**src/rtl/scan_chain_loader.sv**
```systemverilog
// Byte-to-serial loader for the memory_bank scan chain; halts the CPU while a session runs.
// Optional readback of the previous chain contents is enabled by SCAN_LOADER_READBACK_EN.
module scan_chain_loader #(
  parameter  int CHAIN_LEN = 144,
  localparam int CNT_W     = $clog2(CHAIN_LEN + 1)
) (
  input  logic       clk,
  input  logic       rst,
  input  logic       start,
  input  logic       abort,
  input  logic [7:0] in_data,
  input  logic       in_valid,
  output logic       in_ready,
  output logic       scan_enable,
  output logic       scan_in,
  input  logic       scan_out,
  output logic       cpu_halt,
  output logic       busy,
  output logic       done,
  output logic [7:0] out_data,
  output logic       out_valid,
  input  logic       out_ready
);

`ifdef SCAN_LOADER_READBACK_EN
  typedef enum logic [2:0] {IDLE, FILL, SHIFT, DRAIN, FINISH} state_t;
`else
  typedef enum logic [1:0] {IDLE, FILL, SHIFT, FINISH} state_t;
`endif

  state_t           state_q, state_d;
  logic [7:0]       tx_q, tx_d;
  logic [CNT_W-1:0] cnt_q, cnt_d;

`ifdef SCAN_LOADER_READBACK_EN
  logic [7:0] rx_q, rx_d;
  logic [7:0] od_q, od_d;
  logic [2:0] pad;
`else
  logic unused_rb;
  assign unused_rb = out_ready ^ scan_out;
`endif

  always_comb begin
    state_d     = state_q;
    tx_d        = tx_q;
    cnt_d       = cnt_q;
    in_ready    = 1'b0;
    scan_enable = 1'b0;
    scan_in     = 1'b0;
    done        = 1'b0;
`ifdef SCAN_LOADER_READBACK_EN
    rx_d        = rx_q;
    od_d        = od_q;
    pad         = 3'd0;
    out_valid   = 1'b0;
`endif
    case (state_q)
      IDLE: begin
        if (start) begin
          state_d = FILL;
          cnt_d   = '0;
        end
      end
      FILL: begin
        in_ready = 1'b1;
        if (in_valid) begin
          tx_d    = in_data;
          state_d = SHIFT;
        end
      end
      SHIFT: begin
        scan_enable = 1'b1;
        scan_in     = tx_q[7];
        tx_d        = {tx_q[6:0], 1'b0};
        cnt_d       = cnt_q + 1'b1;
`ifdef SCAN_LOADER_READBACK_EN
        rx_d = {rx_q[6:0], scan_out};
        // A truncated last byte is left-justified so its bits keep their MSB-first order.
        pad  = 3'd0 - cnt_d[2:0];
        if (cnt_d == CNT_W'(CHAIN_LEN)) begin
          od_d    = rx_d << pad;
          state_d = DRAIN;
        end else if (cnt_d[2:0] == 3'd0) begin
          od_d    = rx_d;
          state_d = DRAIN;
        end
`else
        if (cnt_d == CNT_W'(CHAIN_LEN))
          state_d = FINISH;
        else if (cnt_d[2:0] == 3'd0)
          state_d = FILL;
`endif
      end
`ifdef SCAN_LOADER_READBACK_EN
      DRAIN: begin
        out_valid = 1'b1;
        if (out_ready)
          state_d = (cnt_q == CNT_W'(CHAIN_LEN)) ? FINISH : FILL;
      end
`endif
      FINISH: begin
        done    = 1'b1;
        state_d = IDLE;
      end
      default: state_d = IDLE;
    endcase
    // Abort wins over every handshake in the same cycle.
    if (abort && state_q != IDLE) begin
      state_d  = IDLE;
      in_ready = 1'b0;
      done     = 1'b0;
      tx_d     = tx_q;
`ifdef SCAN_LOADER_READBACK_EN
      out_valid = 1'b0;
      od_d      = od_q;
`endif
    end
  end

  always_ff @(posedge clk) begin
    if (!rst) begin
      state_q <= IDLE;
      tx_q    <= '0;
      cnt_q   <= '0;
`ifdef SCAN_LOADER_READBACK_EN
      rx_q    <= '0;
      od_q    <= '0;
`endif
    end else begin
      state_q <= state_d;
      tx_q    <= tx_d;
      cnt_q   <= cnt_d;
`ifdef SCAN_LOADER_READBACK_EN
      rx_q    <= rx_d;
      od_q    <= od_d;
`endif
    end
  end

  assign busy     = (state_q != IDLE);
  assign cpu_halt = busy;

`ifdef SCAN_LOADER_READBACK_EN
  assign out_data = od_q;
`else
  assign out_data  = 8'h00;
  assign out_valid = 1'b0;
`endif

endmodule

```
**config.mk**
```make
export PLATFORM = sky130hd
export DESIGN_NAME = scan_chain_loader
export DESIGN_NICKNAME = d
export VERILOG_FILES = /design/src/rtl/scan_chain_loader.sv
export SDC_FILE = /design/constraint.sdc
export NUM_CORES = 1
export LEC_CHECK = 0
export CORE_UTILIZATION = 48
export DETAILED_ROUTE_END_ITERATION = 7
export PLACE_DENSITY = 0.79
export SKIP_CTS_REPAIR_TIMING = 1
export SLEW_MARGIN = 20
export SYNTH_ARGS = -nofsm -noshare
export SYNTH_HDL_FRONTEND = slang
export SYNTH_SLANG_ARGS = --single-unit
```
**constraint.sdc**
```tcl
create_clock -name clk -period 1.8 [get_ports clk]
set_input_delay 0.18 -clock clk [delete_from_list [all_inputs] [get_ports clk]]
set_output_delay 0.18 -clock clk [all_outputs]
set_load 0.05 [all_outputs]
```
Word-level counts from Yosys, hierarchy flattened --
Index checks and enable logic that the tools add are counted.
Operators by class: $add $sub $neg 1, reduce and logical (&&, ||, !) cells 10, equal/unequal tests 7, muxes and demuxes 15, bitwise operators 2
Operator list (number):
- 8-bit one-hot mux with 2 select lines | 2
- 8-bit two-way mux | 2
- 8-bit by 1-bit adder with 8-bit output (second input constant) | 1
- 8-bit == test (second input constant) | 1
- 2-bit two-way mux | 4
- 2-bit one-hot mux with 4 select lines | 1
- 1-bit two-way mux | 6
- 3-bit AND reduction | 2
- 2-bit nonzero test | 3
- 2-bit == test (second input constant) | 2
- 2-bit != test (second input constant) | 2
- 3-bit logical NOT | 1
- 3-bit != test (second input constant) | 1
- 2-bit by 1-bit == test with 1-bit output (second input constant) | 1
- 2-bit logical NOT | 1
- 1-bit NOT | 2
- 2-bit AND reduction | 1
- 2-bit OR reduction | 1
- 1-bit logical AND | 1
Storage, ports and cells: output and inout port bits 15, register bits 18, logic and storage cells 38, input port bits 15

Depth between registers and ports, before layout --
depth in word-level cells 5, mapped depth 8, gate-level depth less buffers 6

Least setup slack after synthesis --
No wires, ideal clock.
path kind reg-to-output, start point reg state_q[1], end point out scan_in, arrival time 1.825 ns, cell stages (with the launch flop) 5, setup slack -0.205 ns, path buffers 2, required time 1.620 ns, cell sequence dfxtp_1 > ha_1 > buf_2 > buf_2 > and2_1
On the way: longest elaborated chain between the ends 2
Ends and longest elaborated chain:
- start: declaration | line 31 | state_t state_q, state_d;
- start signal: assignment | line 131 | state_q <= state_d;
- 2-bit == test | line 58 | case (state_q)
- 1-bit two-way mux | line 58
- end: declaration | line 15 | output logic scan_in,
No other way between the ends.

Worst setup path after layout --
start point reg state_q[0], end point out in_ready
On the way: longest elaborated chain between the ends 3, elaborated cells on any way between the ends 5, those cells by class eq/ne: 1; mux: 2; reduce/logical: 2
Ends and longest elaborated chain:
- 2-bit by 1-bit == test with 1-bit output or 2-bit nonzero test (tied branches) | line 58, 109
- 1-bit two-way mux or 1-bit logical AND (tied branches) | line 58, 109
- 1-bit two-way mux (*) | line 109 | if (abort && state_q != IDLE) begin
- end: declaration | line 13 | output logic in_ready,
Mark *: on every way between the ends. The rest lies on a longest branch, timed or not.

==> results.txt <==
The via count of the first global-routing pass came out at 930. The XOR/XNOR share of the synthesized area came out at 0. The basic-gate share of the synthesized area counting and, or, nand and nor cells came out at 0.2227. After detailed routing, the number of remaining DRC violations is 0.

The final count of pins violating max slew is 0. Pin placement for this block handled 30 I/O pins. In the global route stage, met3 resource usage came out at 0.03571. The number of H-tree levels is 1. The first global-routing pass estimated 3.995 mm of wire. The vertical die dimension came out at just over 50 um.

The critical path arrival came out at approximately 1.5 ns. The flow ran to the end, and the final reports show no timing, DRC or antenna violations. In this run, synthesis produced a sequential element count of 18.

By area the synthesized netlist is led by sky130_fd_sc_hd__dfxtp_1 (31%), sky130_fd_sc_hd__mux2i_1 (8.6%), sky130_fd_sc_hd__buf_4 (6.5%), sky130_fd_sc_hd__ha_1 (6.5%), sky130_fd_sc_hd__o211a_1 (6.1%). The placeable core region is between 0.002 and 0.0025 mm2. The total track usage came out at 0.1986. Ranked by instance count, the synthesized netlist is headed by sky130_fd_sc_hd__dfxtp_1 (18), sky130_fd_sc_hd__nand2_1 (15), sky130_fd_sc_hd__buf_4 (10), sky130_fd_sc_hd__mux2i_1 (10). The detailed placement HPWL is about 1.8 mm. The design draws ~1.9 mW.

The kind of end point of the critical path is a primary output. Of the synthesized area, sequential elements account for 0.3114. For this block, the initial DRC count from the detailed router was 18. The primary flip-flop cell chosen by synthesis mapping is sky130_fd_sc_hd__dfxtp_1. Summed over all instances, the cell type with the most area after synthesis is sky130_fd_sc_hd__dfxtp_1. The register clock-pin slew on the reported worst setup and hold paths came out at around 0.10 ns. Setup slack on the worst reg-to-reg path comes out at ~0.17 ns. The CTS sink count is 18. The top-area cell type share of the netlist area is 0.3114. The leakage power summed over all cells is between 0.6 and 0.7 nW. Fill cells in the final layout number approximately 190. Dividing the detail-routed via count by the number of cells gives between 5 and 6. The global routing met1 resource utilization came out at 0.2446. The maximum resistive drop on vdd came out at around 0.80 mV. The clock period minus final worst setup slack is around 1.7 ns.

Of the total synthesized cell area, the portion taken by full adders, half adders and majority gates is 0.06486. The cell with the most instances after synthesis is sky130_fd_sc_hd__dfxtp_1. The detailed-routing iteration count for the pre-antenna-repair pass is 4. The congestion estimate from routability-driven global placement came to around 0.87. The critical path data required time is 1.62 ns.

The final layout net count is about 170. The global routing stage identified its most utilized layer as met2. The cell area after technology mapping is about 0.0012 mm2. The number of synthesized flops with an enable pin came out at 0. The count of antenna-violating nets left after detailed routing is 0. The count of synthesis-stage warnings from yosys is 0. Summed over all layers, the global routing overflow is 0. The maximum number of pins on one net before global-route repair came out at 17. The final setup skew is around 0.0037 ns. The number of different library cells used by synthesis comes to 35.

The worst setup path is launched from a flop. The setup violation total in the final timing report is 0. The number of antenna cells inserted is 0.

The average instance in the mapped netlist occupies about 8.6 um2. The average wire per cell in the routed design is between 10 and 15 um. The filler-free cell count of the finished design is 179. The CTS buffer count came out at 3. The post-synthesis instance total is around 140.

After synthesis, the largest family of logic cells by area is simple AND/OR/NAND/NOR gates. The critical path class is flop to primary output. Timing would allow up to about 0.58 GHz. The number of max-cap violations is 0. The site row count is 17. Measured against the total synthesized area, the mux share comes to 0.08649. The later-pin clock latency in the skew report came out at roughly 0.29 ns. The chip width is slightly above 50 um. The synthesized-area fraction occupied by ao, oa, aoi and oai cells came out at 0.1957. CTS placed an instance of sky130_fd_sc_hd__clkbuf_4 at the clock tree root. The maximum buffer depth of the clock tree came out at 2. The share of the cycle needed by the critical path after routing came out at 0.9514.

The floorplan step defined a die boundary enclosing approximately 0.0026 mm2. The number of vias after detailed routing came out at 988. Including well taps, the total number of placed cells is about 180. Of the cells placed in the final design, the portion with a size suffix greater than 1 is 0.1523. For met2 alone, demand over resource in global routing was 0.3465.

The power density of the placed cells came out at 1304 mW/mm2. The worst hold-check slack came out at around 0.46 ns. The number of hold violations in the final report is 0. The initial antenna violation count came out at 0. The highest fanout seen on the critical path is 6. The total wirelength of the detailed-routed design came out at around 2.3 mm. The count of input and output buffers is 18. Relative to the synthesized area, the layout overhead comes to 22.92%.

For this run, asynchronously set or reset flops after synthesis account for 0. TritonCTS built the clock tree. Setup repair after global routing left no endpoint under its margin.

The initial utilization of the core area, before any placement, comes to 0.5182. The worst hold path belongs to the class input port to flop.
-- metrics by stage --
stage	setup TNS [ns]	setup WS [ns]	util	instance area, um2
final	0	0.08755	0.6370	1423
after global routing	0	0.005821	0.6370	1423
after CTS	-0.1920	-0.1166	0.6252	1396
after detailed placement	0	0.01050	0.6151	1374
after global placement	0	0.07774	0.6151	1374
after floorplan	0	0.07499	-	1191
-- final timing paths --
path                                         startpoint                      end  cells after the start
worst max-delay path            state_q[0]$_SDFFE_PP0P_                 in_ready                      5
worst min-delay path                         in_data[0]     tx_q[0]$_SDFFE_PN0P_                      3
worst max register to register    cnt_q[1]$_SDFFE_PN0P_  state_q[1]$_SDFFE_PP0P_                      5
worst min register to register     tx_q[0]$_SDFFE_PN0P_     tx_q[0]$_SDFFE_PN0P_                      2
-- cell type report --
| type | instances | area, um2 | area share |
|---|---|---|---|
| Multi-Input combinational cell | 104 | 713.2 | 0.5013 |
| Inverter | 5 | 18.77 | 0.01319 |
| Clock buffer | 3 | 22.52 | 0.01583 |
| Sequential cell | 18 | 366.6 | 0.2577 |
| Timing Repair Buffer | 21 | 266.5 | 0.1873 |
| Tap cell | 28 | 35.03 | 0.02463 |
-- sequential cells by signal, indices dropped and copies added, names as in the netlist --
register and flops:
tx_q 8, cnt_q 8, state_q 2
-- kinds of logic (layout without fill, tap and decap cells) --
group / Yosys count / after routing
AOI/OAI and AO/OA: 31 / 31
DFF: 18 / 18
and+or+nand+nor: 48 / 48
buffers and inverters: 21 / 29
other: 1 / 9
muxes: 10 / 10
adders and majority gates: 6 / 6
-- worst max-delay path, stage by stage (launching register included) --
cell and delay, ns:
sky130_fd_sc_hd__dfxtp_4 0.37, sky130_fd_sc_hd__inv_1 0.12, sky130_fd_sc_hd__ha_2 0.26, sky130_fd_sc_hd__nand2b_4 0.16, sky130_fd_sc_hd__and2_1 0.18, sky130_fd_sc_hd__buf_12 0.15
-- metal layers --
layer  up-vias  wire length (um)
li1        493                 -
met1       458              1049
met2        34              1162
met3         3               104
met4         0                22
met5         -                 0
-- power breakdown --
group	switching (mW)	internal, mW	total, mW	leakage (nW)
Sequential	0.0786	0.512	0.591	0.148
Combinational	0.596	0.474	1.07	0.447
Clock	0.117	0.0779	0.195	0.0138
Total	0.791	1.06	1.85	0.609
-- cell usage in the layout (no fill, tap or decap), drive strengths merged, types with 2 or more instances in the layout --
master and instances:
dfxtp 18, nand2 15, clkdlybuf4s50 12, mux2i 10, conb 9, buf 9, o21ai 8, o211a 7
and2 6, ha 6, inv 5, nand3 5, nor2 5, nand2b 5, a21oi 4, a21boi 4
a211oi 3, nand4 3, nor2b 3, clkbuf 3, a31o 2, or3 2, a32oi 2
(Power assumes the default switching activity.)
